<file path="config.mk">
export PLATFORM = sky130hd
export DESIGN_NAME = shift_sink
export DESIGN_NICKNAME = d
export VERILOG_FILES = /design/src/rtl/shift_sink.sv
export SDC_FILE = /design/constraint.sdc
export NUM_CORES = 1
export LEC_CHECK = 0
export CAP_MARGIN = 0
export CORE_AREA = 2 2 81 83
export DETAILED_ROUTE_END_ITERATION = 12
export DIE_AREA = 0 0 83 85
export GPL_ROUTABILITY_DRIVEN = 0
export PLACE_DENSITY_LB_ADDON = 0.12
export SLEW_MARGIN = 20
export SYNTH_ARGS = -nofsm -noshare
export SYNTH_HDL_FRONTEND = slang
export SYNTH_SLANG_ARGS = --single-unit
</file>
<file path="constraint.sdc">
create_clock -name clk -period 1.6 [get_ports clk]
set_input_delay 0.24 -clock clk [delete_from_list [all_inputs] [get_ports clk]]
set_output_delay 0.24 -clock clk [all_outputs]
set_load 0.01 [all_outputs]
</file>
<file path="src/rtl/shift_sink.sv">
`timescale 1ns/1ps
// shift_sink
// Serial-to-parallel receiver for the {sclk, sdo, pen, clr} shift-register
// bus. The bus is asynchronous to clk and oversampled. One frame is shifted
// in MSB first while pen is low. The rising edge of pen latches the frame
// if exactly WIDTH bits arrived. Otherwise it flags a framing error.
//
// Ports
//   clk        system clock; bus oversampled on its rising edge
//   rstn       asynchronous active-low reset
//   sclk       serial shift clock (async)
//   sdo        serial data, sampled on sclk rising edges
//   pen        parallel enable: low while shifting, rising edge latches
//   clr        active-low clear of the receive shift register
//   data       last correctly sized frame (first bit in -> data[WIDTH-1])
//   data_valid one-cycle pulse when data updates
//   frame_err  one-cycle pulse when a latch sees a bit count other than WIDTH
//   frame_cnt  count of good frames, wraps 16'hFFFF -> 0
module shift_sink #(
    parameter int WIDTH = 16
) (
    input  logic             clk,
    input  logic             rstn,
    input  logic             sclk,
    input  logic             sdo,
    input  logic             pen,
    input  logic             clr,
    output logic [WIDTH-1:0] data,
    output logic             data_valid,
    output logic             frame_err,
    output logic [15:0]      frame_cnt
);

    // Counter holds 0..WIDTH+1. WIDTH+1 is the sticky "too long" value.
    localparam int CW = $clog2(WIDTH + 2);
    localparam logic [CW-1:0] CNT_FULL = CW'(WIDTH);
    localparam logic [CW-1:0] CNT_SAT  = CW'(WIDTH + 1);

    typedef enum logic [1:0] {IDLE, SHIFT, LATCH} state_e;

    // Each stage vector is {prev, sync2, sync1}.
    // Bit 1 is the synchronised level. Bit 2 is the previous copy used for edge detection.
    logic [2:0]       sclk_s_q, sclk_s_d;
    logic [2:0]       sdo_s_q,  sdo_s_d;
    logic [2:0]       pen_s_q,  pen_s_d;
    logic [2:0]       clr_s_q,  clr_s_d;

    state_e           state_q, state_d;
    logic [WIDTH-1:0] sr_q, sr_d;
    logic [CW-1:0]    cnt_q, cnt_d;
    logic [WIDTH-1:0] data_q, data_d;
    logic             data_valid_q, data_valid_d;
    logic             frame_err_q, frame_err_d;
    logic [15:0]      frame_cnt_q, frame_cnt_d;

    logic sclk_rise;
    logic pen_rise;
    logic pen_lvl;
    logic clr_lvl;
    logic sdo_aligned;

    assign sclk_rise   = sclk_s_q[1] & ~sclk_s_q[2];
    assign pen_rise    = pen_s_q[1]  & ~pen_s_q[2];
    assign pen_lvl     = pen_s_q[1];
    assign clr_lvl     = clr_s_q[1];
    // The third sdo stage lines the data bit up with the cycle in which sclk_rise is seen.
    assign sdo_aligned = sdo_s_q[2];

    always_comb begin
        // NOTE: every signal gets a default here, so no path can leave it unassigned and infer a latch.
        sclk_s_d     = {sclk_s_q[1:0], sclk};
        sdo_s_d      = {sdo_s_q[1:0],  sdo};
        pen_s_d      = {pen_s_q[1:0],  pen};
        clr_s_d      = {clr_s_q[1:0],  clr};
        state_d      = state_q;
        sr_d         = sr_q;
        cnt_d        = cnt_q;
        data_d       = data_q;
        data_valid_d = 1'b0;
        frame_err_d  = 1'b0;
        frame_cnt_d  = frame_cnt_q;

        if (!clr_lvl) begin
            // Clear wins over everything but reset. data and frame_cnt are kept.
            state_d = IDLE;
            sr_d    = '0;
            cnt_d   = '0;
        end else begin
            unique case (state_q)
                IDLE: begin
                    if (!pen_lvl) state_d = SHIFT;
                end
                SHIFT: begin
                    // A latch edge in the same cycle as a shift edge drops the bit.
                    if (pen_rise) begin
                        state_d = LATCH;
                    end else if (sclk_rise) begin
                        sr_d  = (sr_q << 1) | WIDTH'(sdo_aligned);
                        cnt_d = (cnt_q == CNT_SAT) ? CNT_SAT : cnt_q + CW'(1);
                    end
                end
                LATCH: begin
                    if (cnt_q == CNT_FULL) begin
                        data_d       = sr_q;
                        data_valid_d = 1'b1;
                        frame_cnt_d  = frame_cnt_q + 16'd1;
                    end else begin
                        frame_err_d  = 1'b1;
                    end
                    cnt_d   = '0;
                    state_d = IDLE;
                end
                default: state_d = IDLE;
            endcase
        end
    end

    // NOTE: state is updated with non-blocking assignments so that all flops sample pre-edge values.
    always_ff @(posedge clk or negedge rstn) begin
        if (!rstn) begin
            sclk_s_q     <= '0;
            sdo_s_q      <= '0;
            pen_s_q      <= '0;
            clr_s_q      <= '0;
            state_q      <= IDLE;
            sr_q         <= '0;
            cnt_q        <= '0;
            data_q       <= '0;
            data_valid_q <= 1'b0;
            frame_err_q  <= 1'b0;
            frame_cnt_q  <= '0;
        end else begin
            sclk_s_q     <= sclk_s_d;
            sdo_s_q      <= sdo_s_d;
            pen_s_q      <= pen_s_d;
            clr_s_q      <= clr_s_d;
            state_q      <= state_d;
            sr_q         <= sr_d;
            cnt_q        <= cnt_d;
            data_q       <= data_d;
            data_valid_q <= data_valid_d;
            frame_err_q  <= frame_err_d;
            frame_cnt_q  <= frame_cnt_d;
        end
    end

    assign data       = data_q;
    assign data_valid = data_valid_q;
    assign frame_err  = frame_err_q;
    assign frame_cnt  = frame_cnt_q;

endmodule

</file>
==> results of run 1 <==
==> cell families (layout without fill, tap and decap cells) <==
| family | Yosys count | after routing | synth area share |
|---|---|---|---|
| simple gates | 125 | 125 | 0.221 |
| flops | 68 | 68 | 0.613 |
| compound gates | 24 | 24 | 0.0631 |
| xor+xnor | 17 | 17 | 0.0564 |
| buf+inv | 15 | 88 | 0.0280 |
| fa+ha+maj | 4 | 4 | 0.0180 |
==> routing by layer <==
| layer | vias to the layer above | part of all wire | global-route usage |
|---|---|---|---|
| met5 | - | 0 | 0 |
| met4 | 0 | 0.026 | 0.0984 |
| met3 | 11 | 0.031 | 0.0409 |
| met2 | 37 | 0.45 | 0.251 |
| met1 | 893 | 0.49 | 0.224 |
| li1 | 969 | - | - |
==> state kept, by name, indices dropped and copies added, names as in the netlist <==
register,flops
clr_s_q,2
cnt_q,5
data,16
data_valid,1
frame_cnt,16
frame_err,1
pen_s_q,3
sclk_s_q,3
sdo_s_q,3
sr_q,16
state_q,2
==> power by group through the flow <==
stage                     Combinational, µW  Clock, µW  Sequential (µW)
after floorplan                        29.8          0             1780
after CTS                               106       1390             1740
after global routing                    115       1500             1740
after detailed placement                104          0             1780
final                                   102       1350             1740
after global placement                  103          0             1780
==> metrics by stage <==
step	util	setup TNS [ps]	instances	setup slack, ps	area [µm²]
global placement	0.545	-34.4	380	-14.8	3380
global route	0.589	-774	403	-121	3650
floorplan	-	-25.5	253	-25.5	2780
detailed placement	0.545	-318	380	-88.5	3380
finish	0.589	-28.0	403	-25.3	3650
CTS	0.577	0	397	5.20	3580
==> cell usage in the layout (no fill, tap or decap), types with 3 or more instances in the layout <==
master | Yosys | routed
a32o_1 | 3 | 3
nand3_1 | 9 | 8
nand4_1 | 4 | 4
a21boi_0 | 16 | 16
ha_1 | 4 | 3
dfrtp_1 | 68 | 67
nand2_1 | 93 | 92
dlygate4sd2_1 | 0 | 3
xnor2_1 | 13 | 13
buf_4 | 0 | 23
a21oi_1 | 3 | 3
and4_1 | 4 | 4
clkbuf_1 | 2 | 3
clkdlybuf4s50_1 | 0 | 34
nor2_1 | 3 | 3
xor2_1 | 3 | 3
clkbuf_8 | 0 | 10
inv_1 | 5 | 4
==> timing repair <==
item,CTS,global route
hold buffers,1,0
gates cloned,0,0
pin swaps,2,8
setup endpoints to repair,13,33
gates resized for setup,4,9
endpoints found under the hold margin,14,0
setup buffers,1,6
==> critical path, cell delays in order (launching register included) <==
cell and delay [ps]:
dfrtp_1 390, inv_2 60, ha_2 180, nand4bb_4 150, nor4_4 350, buf_4 190, nand3_2 60, xnor2_1 130
==> final cells by class <==
type                            instances  area (µm²)  share of cell area
Inverter                                6        25.0             0.00685
Clock buffer                           13         149              0.0408
Tap cell                               77        96.3              0.0264
Sequential cell                        68        1700               0.466
Clock inverter                          2        35.0             0.00959
Timing Repair Buffer                   67         633               0.173
Multi-Input combinational cell        170        1010               0.277
==> worst max-delay path by stage <==
stage,startpoint,end,slack [ps],depth (start not counted)
after floorplan,cnt_q[0],frame_cnt[4],-30,8
after global placement,cnt_q[1],frame_cnt[15],-10,6
after detailed placement,cnt_q[1],frame_cnt[12],-90,6
after CTS,frame_cnt[10],frame_cnt[10],5,1
after global routing,cnt_q[0],frame_cnt[14],-120,7
final,cnt_q[1],frame_cnt[14],-30,7
==> run summary, run 1 <==
YS warnings -> 0
Net count after synthesis -> 263
Crit path launch type -> flip-flop
Final hold vios -> 0
Std cell rows -> 29
Hold Slack -> 339 ps
Gate Count Post-Synth -> 253
Netlist Area Pre-Place -> 2780 µm²
Net switching power -> 664 µW
Failing checks -> setup timing
Leak -> 0.00174 µW
Ys async rst share -> 1.00
Gate power share -> 0.032
CTS sink count -> 68
Antenna cells -> 0
Clock Pin Slew Worst Setup and Hold Paths -> 70 ps
Seq/Total Area, Yosys -> 0.613
Final Skew -> 7.26 ps
Tot Pwr -> 3190 µW
Worst Max-Slew Pin Slew -> 410 ps
Kind of critical path -> flip-flop to flip-flop
Post-synth EDFFs -> 0
Largest net degree at the start of global routing -> 39
Flops & latches, synth -> 68
Period utilisation layout -> 1.02
Fmax -> 615 MHz
MaxCap Viol Count -> 0
Initial antenna violation count -> 0
CP arrival -> 1860 ps
Final min period -> 1630 ps
Max-slew violation count -> 0
PortBufs -> 39
Worst R2R Path Depth -> 7
Setup slack after layout -> -25.3 ps
Number of nets in the layout -> 332
CORE AREA -> 6200 µm²
DRC Markers -> 0
Internal power -> 2530 µW
Reg-to-Reg Start -> cnt_q[1]
P&R area growth vs syn -> 31.6%
Initial Util -> 0.447
FF-to-FF setup slack -> -30 ps
Sequential power share -> 0.546
Count leader, synth -> nand2_1
Yosys cell types -> 29
Synth top cells by count -> 93 x nand2_1, 68 x dfrtp_1, 16 x a21boi_0, 13 x xnor2_1, 9 x nand3_1
Io pins -> 40
Final setup viols -> 2
DR pass1 iterations -> 4
Hold Crit Depth -> 1
Top post-synthesis cells by area -> dfrtp_1 61%, nand2_1 13%, a21boi_0 4.3%
Yosys top cell area share -> 0.613
Hold Path Class -> primary input to flip-flop
DPL Wire Length -> 3680 µm
Clock power share -> 0.422
Htree depth -> 3
CTS root buffer -> clkbuf_8
Die width -> 83 µm
Clk Latency, worst-skew pair -> 340 ps
Layout cell share with drive strength beyond 1 -> 0.169
Worst path required time -> 1830 ps
Die Span Y -> 85 µm
Status -> finished, violations left
Crit path capture type -> flip-flop
Worst vdd ir -> 0.000584 V
Iteration-0 DRC Markers -> 68
Worst hold endpoint -> sclk_s_q[0]
Crit Path Max Fanout -> 4
Sw frac -> 0.208
Vias in the first global route -> 1,897
Vias per inst -> 4.74
Vias -> 1,910
CTS tree -> yes
Worst hold start -> sclk
Antenna viol nets, final -> 0
Synth Flop Type -> dfrtp_1
Syn avg cell area -> 11.0 µm²
Filler cell count in the final layout -> 541
Reg2Reg Capture Point -> frame_cnt[14]
Tot GR Track Use -> 0.168
Wire per inst -> 13.1 µm
PwrDens -> 874 nW/µm²
Clock buffer depth -> 2
Global-route wire length before repair -> 9210 µm
Synth area leader -> dfrtp_1
Number of CTS-inserted buffers -> 9
Die area -> 7060 µm²
Relative slew slack -> 0.727
Routed WL -> 5260 µm
Congestion Overflow GR -> 0
RSZ-0062 raised after global routing -> true
Note: power is estimated with default switching activity, not from simulation.
==> run 2, diff against run 1 <==
--- a/config.mk
+++ b/config.mk
@@ -10,6 +10,7 @@
 export DETAILED_ROUTE_END_ITERATION = 12
 export DIE_AREA = 0 0 83 85
 export GPL_ROUTABILITY_DRIVEN = 0
+export HOLD_SLACK_MARGIN = 0.08
 export PLACE_DENSITY_LB_ADDON = 0.12
 export SLEW_MARGIN = 20
 export SYNTH_ARGS = -nofsm -noshare
==> results of run 2 <==
Same layout as run 1: the final DEF is identical, and so are final timing and power.
==> patch 1 (flow settings as in run 2) <==
Change the parameter `WIDTH` from 16 to 8.
--- a/src/rtl/shift_sink.sv
+++ b/src/rtl/shift_sink.sv
@@ -17,7 +17,7 @@
 //   frame_err  one-cycle pulse when a latch sees a bit count other than WIDTH
 //   frame_cnt  count of good frames, wraps 16'hFFFF -> 0
 module shift_sink #(
-    parameter int WIDTH = 16
+    parameter int WIDTH = 8
 ) (
     input  logic             clk,
     input  logic             rstn,
Interface: changed (resized data); port bits go from 40 to 32. No check against the original RTL was run, so the function may have changed too.
==> patch 1 against run 2 <==
  * The flow still finishes with violations (setup timing)
  * Wire length is 25% lower
  * Worst setup slack got worse by 50 ps
  * Maximum frequency is 3.0% lower
  * Largest power group unchanged
  * Via count fell by 24%
  * Clock skew shrank 2.1 ps
  * Worst hold slack improved by 15 ps
  * Final area is 20% lower
  * Sequential cell count is 17 lower
  * Global-route usage shrank 5.0 points
  * Power fell by 31%
  * Critical path type unchanged
  * Critical endpoint is now frame_cnt[13]
  * Sequential share of layout area shrank 2.8 points
  * Synthesized area shrank 26%
  * First-iteration DRC count down 38%
==> patch 1: results <==
export IMPL_ys_async_sr_fraction_pct=100
export IMPL_routed_wl_um=3920
export IMPL_holdPathStages=0
export IMPL_vias_per_cell=4.58
export IMPL_netlist_cell_type_count=28
export IMPL_grt_total_usage_pct=11.7
export IMPL_worst_ir_drop_vdd_mv=0.417
export IMPL_final_setup_skew_ps=5.15
export IMPL_io_buffers=31
export IMPL_timing_max_slew_rel_slack_pct=70.8
export IMPL_antenna_found_initial=0
export IMPL_timing_final_setup_violations=16
export IMPL_run_status="complete, but fails checks"
export IMPL_synth_nets=192
export IMPL_nFillCells=574
export IMPL_holdPathEnd="sdo_s_q[2]"
export IMPL_hold_worst_slack_ps=354
export IMPL_finish_net_count=247
export IMPL_clk_transition_reported_paths_ps=90
export IMPL_slowest_stage="sky130_fd_sc_hd__or4b_4"
export IMPL_post_dp_cell_area_sq_mm=0.00256
export IMPL_clock_path_buffers=2
export IMPL_crit_reg2reg_launch="cnt_q[0]"
export IMPL_hp_class="reg -> reg"
export IMPL_commonest_register_cell_after_synthesis="sky130_fd_sc_hd__dfrtp_1"
export IMPL_drive_above_1_share_pct=25.7
export IMPL_static_leakage_power_nw=1.46
export IMPL_final_setup_tns_ps=-502
export IMPL_synth_seq_area_share_pct=62.4
export IMPL_h_tree_lvl_count=2
export IMPL_cp_top_family="simple AND/OR/NAND/NOR gates"
export IMPL_hold_start="sdo_s_q[1]"
export IMPL_violated_checks="setup timing"
export IMPL_largest_net_degree_at_the_start_of_global_routing=52
export IMPL_clk_latency_ps=300
export IMPL_crit_path_max_fanout=6
export IMPL_dpl_hpwl_um=2630
export IMPL_number_of_flip_flops_in_the_largest_register=16
export IMPL_grt_first_pass_wirelength_um=6680
export IMPL_timing_rr_end="frame_cnt[13]"
export IMPL_antenna_diode_count=0
export IMPL_ctsRootBufferMaster="sky130_fd_sc_hd__clkbuf_8"
export IMPL_tritoncts_num_buffers=5
export IMPL_drt_first_iter_violations=42
export IMPL_sw_frac_of_total_pct=21.2
export IMPL_timing_reg2reg_worst_path_depth=5
export IMPL_post_synth_main_area_contributors="sky130_fd_sc_hd__dfrtp_1, sky130_fd_sc_hd__nand2_1, sky130_fd_sc_hd__xnor2_1"
export IMPL_layout_setup_ws_ps=-75.5
export IMPL_yosysWarnings=0
export IMPL_first_global_vias=1415
export IMPL_synth_common_cells="sky130_fd_sc_hd__dfrtp_1, sky130_fd_sc_hd__nand2_1, sky130_fd_sc_hd__nand3_1, sky130_fd_sc_hd__xnor2_1, sky130_fd_sc_hd__a21boi_0"
export IMPL_timing_critical_path_slowest_cell_delay_ps=540
patch 1: per-layer routing:
| metal | global-route usage [%] | routed length, um | vias to the layer above |
|---|---|---|---|
| met5 | 0 | 0 | - |
| met4 | 4.92 | 53 | 0 |
| met3 | 3.40 | 132 | 5 |
| met2 | 17.8 | 1880 | 26 |
| met1 | 15.8 | 1860 | 702 |
| li1 | - | - | 722 |
patch 1: stage by stage:
| stage | cells | worst slack [ps] | total power [mW] |
|---|---|---|---|
| 2_1_floorplan | 185 | -59.1 | 1.36 |
| 3_3_place_gp | 303 | -126 | 1.42 |
| 3_5_place_dp | 303 | -160 | 1.42 |
| 4_1_cts | 315 | -102 | 2.25 |
| 5_1_grt | 318 | -168 | 2.31 |
| 6_report | 318 | -75.5 | 2.20 |
patch 1: cell families after synthesis:
group / after synthesis / share of synthesized area, %
adder cells (fa/ha/maj): 1 / 0.612
AND/OR/NAND/NOR: 94 / 22.8
multiplexers: 2 / 0.979
AO/OA/AOI/OAI: 11 / 3.67
buffers and inverters: 9 / 2.26
flip-flops: 51 / 62.4
XOR/XNOR: 17 / 7.28
patch 1: cell type report:
type                            count  area [sq um]  share of cell area, %
Timing Repair Buffer               54           562                   19.3
Clock inverter                      1          7.51                  0.258
Sequential cell                    51          1280                   43.8
Tap cell                           77          96.3                   3.30
Clock buffer                        7          96.3                   3.30
Inverter                            3          16.3                  0.558
Multi-Input combinational cell    125           861                   29.5
patch 1: how the worst max path moves through the flow:
stage / depth (start not counted) / from / slack, ps / to
2_1_floorplan: 5 / cnt_q[0] / -60 / frame_cnt[0]
3_3_place_gp: 5 / cnt_q[0] / -130 / frame_cnt[15]
3_5_place_dp: 5 / cnt_q[0] / -160 / frame_cnt[11]
4_1_cts: 5 / cnt_q[0] / -100 / frame_cnt[15]
5_1_grt: 5 / cnt_q[0] / -170 / frame_cnt[13]
6_report: 5 / cnt_q[0] / -80 / frame_cnt[13]
patch 1: worst register-to-register path: cells and delay by family (launching register included):
family / cells / cell delay [ps]
xor+xnor: 1 / 140
simple gates: 3 / 880
flops: 1 / 390
buf+inv: 1 / 150
patch 1: power groups by stage:
stage / Sequential, mW / Clock, mW / Combinational (mW)
2_1_floorplan: 1.34 / 0 / 0.0223
3_3_place_gp: 1.34 / 0 / 0.0780
3_5_place_dp: 1.34 / 0 / 0.0779
4_1_cts: 1.31 / 0.850 / 0.0808
5_1_grt: 1.32 / 0.898 / 0.0904
6_report: 1.31 / 0.806 / 0.0777
patch 1: repair_timing:
action,CTS,global route
endpoints found under the setup margin,11,42
gates cloned,0,2
buffers inserted,3,1
gates resized for setup,3,44
hold buffers,1,0
endpoints found under the hold margin,51,0
pin swaps,1,26
==> patch 2 (config.mk and constraints of run 2) <==
Without the edit above. Remove the register `data_valid_q`: a continuous assignment takes its place, so the output `data_valid` follows one clock earlier.
--- a/src/rtl/shift_sink.sv
+++ b/src/rtl/shift_sink.sv
@@ -126,7 +126,6 @@
             sr_q         <= '0;
             cnt_q        <= '0;
             data_q       <= '0;
-            data_valid_q <= 1'b0;
             frame_err_q  <= 1'b0;
             frame_cnt_q  <= '0;
         end else begin
@@ -138,11 +137,12 @@
             sr_q         <= sr_d;
             cnt_q        <= cnt_d;
             data_q       <= data_d;
-            data_valid_q <= data_valid_d;
             frame_err_q  <= frame_err_d;
             frame_cnt_q  <= frame_cnt_d;
         end
     end
+
+    assign data_valid_q = data_valid_d;
 
     assign data       = data_q;
     assign data_valid = data_valid_q;
Function: no difference found for any inputs over 10 cycles, from zero or initial values and one cycle with rstn low; that may be too few to reach the edited logic, so the function may still have changed.
==> patch 2 against run 2 <==
  * The flow still finishes with violations (setup timing)
  * Worst setup slack worse by 64 ps
  * Worst hold slack improved by 6.5 ps
  * Wire length down 1.9%
  * Highest routed layer unchanged
  * Non-clock buffer count up 2
  * Final area up 1.5%
  * Power rose by 9.5%
  * Critical path depth decreased by 1
  * Synthesized area fell by 0.90%
  * Critical endpoint is now data_valid
  * Sequential cell count fell by 1
==> patch 2: results <==
export IMPL_run_status="complete, but fails checks"
export IMPL_violated_checks="setup timing"
export IMPL_post_cts_resize_count=12
export IMPL_antenna_found_initial=0
export IMPL_seq_cell_share_pct=45.3
export IMPL_worst_ir_drop_vdd_mv=0.778
export IMPL_grt_total_usage_pct=16.3
export IMPL_synth_nets=262
export IMPL_largest_net_degree_at_the_start_of_global_routing=22
export IMPL_slowest_stage="sky130_fd_sc_hd__dfrtp_1"
export IMPL_final_setup_tns_ps=-340
export IMPL_timing_final_setup_violations=8
export IMPL_io_buffers=39
export IMPL_groute_layer_met1_usage_pct=22.2
export IMPL_tap_cells=77
export IMPL_place_inst=384
export IMPL_cp_top_family="flip-flops"
export IMPL_grt_util_met2_pct=24.6
export IMPL_ctsRootBufferMaster="sky130_fd_sc_hd__clkbuf_8"
export IMPL_finish_net_count=333
export IMPL_routed_wire_length_per_instance_um=12.7
export IMPL_num_multi_input_gates=170
export IMPL_clkSinkCount=67
export IMPL_avgSynthCellArea_sq_um=10.9
export IMPL_timing_max_slew_rel_slack_pct=71.6
export IMPL_dpl_hpwl_um=3640
export IMPL_placement_setup_worst_slack_ps=-221
export IMPL_synth_seq_area_share_pct=61.0
export IMPL_commonest_register_cell_after_synthesis="sky130_fd_sc_hd__dfrtp_1"
export IMPL_layout_setup_ws_ps=-89.7
export IMPL_flow_area_growth_from_synthesis_pct=34.8
export IMPL_final_setup_skew_ps=11.8
export IMPL_cp_arrival_ps=1450
export IMPL_met3WireLength_um=194
export IMPL_post_synth_main_area_contributors="sky130_fd_sc_hd__dfrtp_1, sky130_fd_sc_hd__nand2_1, sky130_fd_sc_hd__a21boi_0"
export IMPL_static_leakage_power_nw=1.80
export IMPL_nFillCells=563
export IMPL_clock_tree_area_fraction_pct=6.65
export IMPL_non_clock_buffer_count=69
export IMPL_stdcell_count=405
export IMPL_via_count=1945
export IMPL_bufAreaShareNonClock_pct=17.0
export IMPL_holdPathStages=1
export IMPL_timing_critical_path_slowest_cell_delay_ps=390
export IMPL_detail_route_wirelength_met1_um=2530
export IMPL_antenna_diode_count=0
export IMPL_multi_input_comb_area_sq_mm=0.00103
export IMPL_globalRouteMet3Util_pct=5.06
export IMPL_routed_length_on_met2_um=2360
export IMPL_grt_first_pass_wirelength_um=9090
export IMPL_post_cts_setup_buffers=3
export IMPL_crit_path_max_fanout=2
export IMPL_ctsHoldBuffers=1
export IMPL_first_global_vias=1906
export IMPL_drive_above_1_share_pct=18.9
export IMPL_synth_common_cells="sky130_fd_sc_hd__nand2_1, sky130_fd_sc_hd__dfrtp_1, sky130_fd_sc_hd__a21boi_0, sky130_fd_sc_hd__xnor2_1, sky130_fd_sc_hd__nand3_1"
export IMPL_drt_first_iter_violations=61
==> patch 2: cell count changes after synthesis <==
| cell | before | now |
|---|---|---|
| sky130_fd_sc_hd__dfrtp_1 | 68 | 67 |
==> patch 2: kinds of logic after synthesis <==
kind of cell / after synthesis / share of synthesized area, %
simple gates: 125 / 22.3
flops: 67 / 61.0
compound gates: 24 / 6.37
xor+xnor: 17 / 5.69
buf+inv: 15 / 2.82
fa+ha+maj: 4 / 1.82
==> patch 2: worst paths after layout <==
check	startpoint	slack [ps]	end
setup / recovery	cnt_q[0]	-90	data_valid
hold / removal	pen	350	pen_s_q[0]
setup reg to reg	cnt_q[0]	-70	frame_cnt[9]
hold reg to reg	sclk_s_q[0]	350	sclk_s_q[1]
max in group asynchronous	rstn	630	state_q[1]
min in group asynchronous	rstn	390	sr_q[0]
==> patch 2: power by group <==
group	internal [mW]	switching [mW]	leakage, nW
clock	1.05	0.618	0.122
combinational	0.0440	0.0654	0.771
sequential	1.71	0.00837	0.908
total	2.80	0.692	1.80
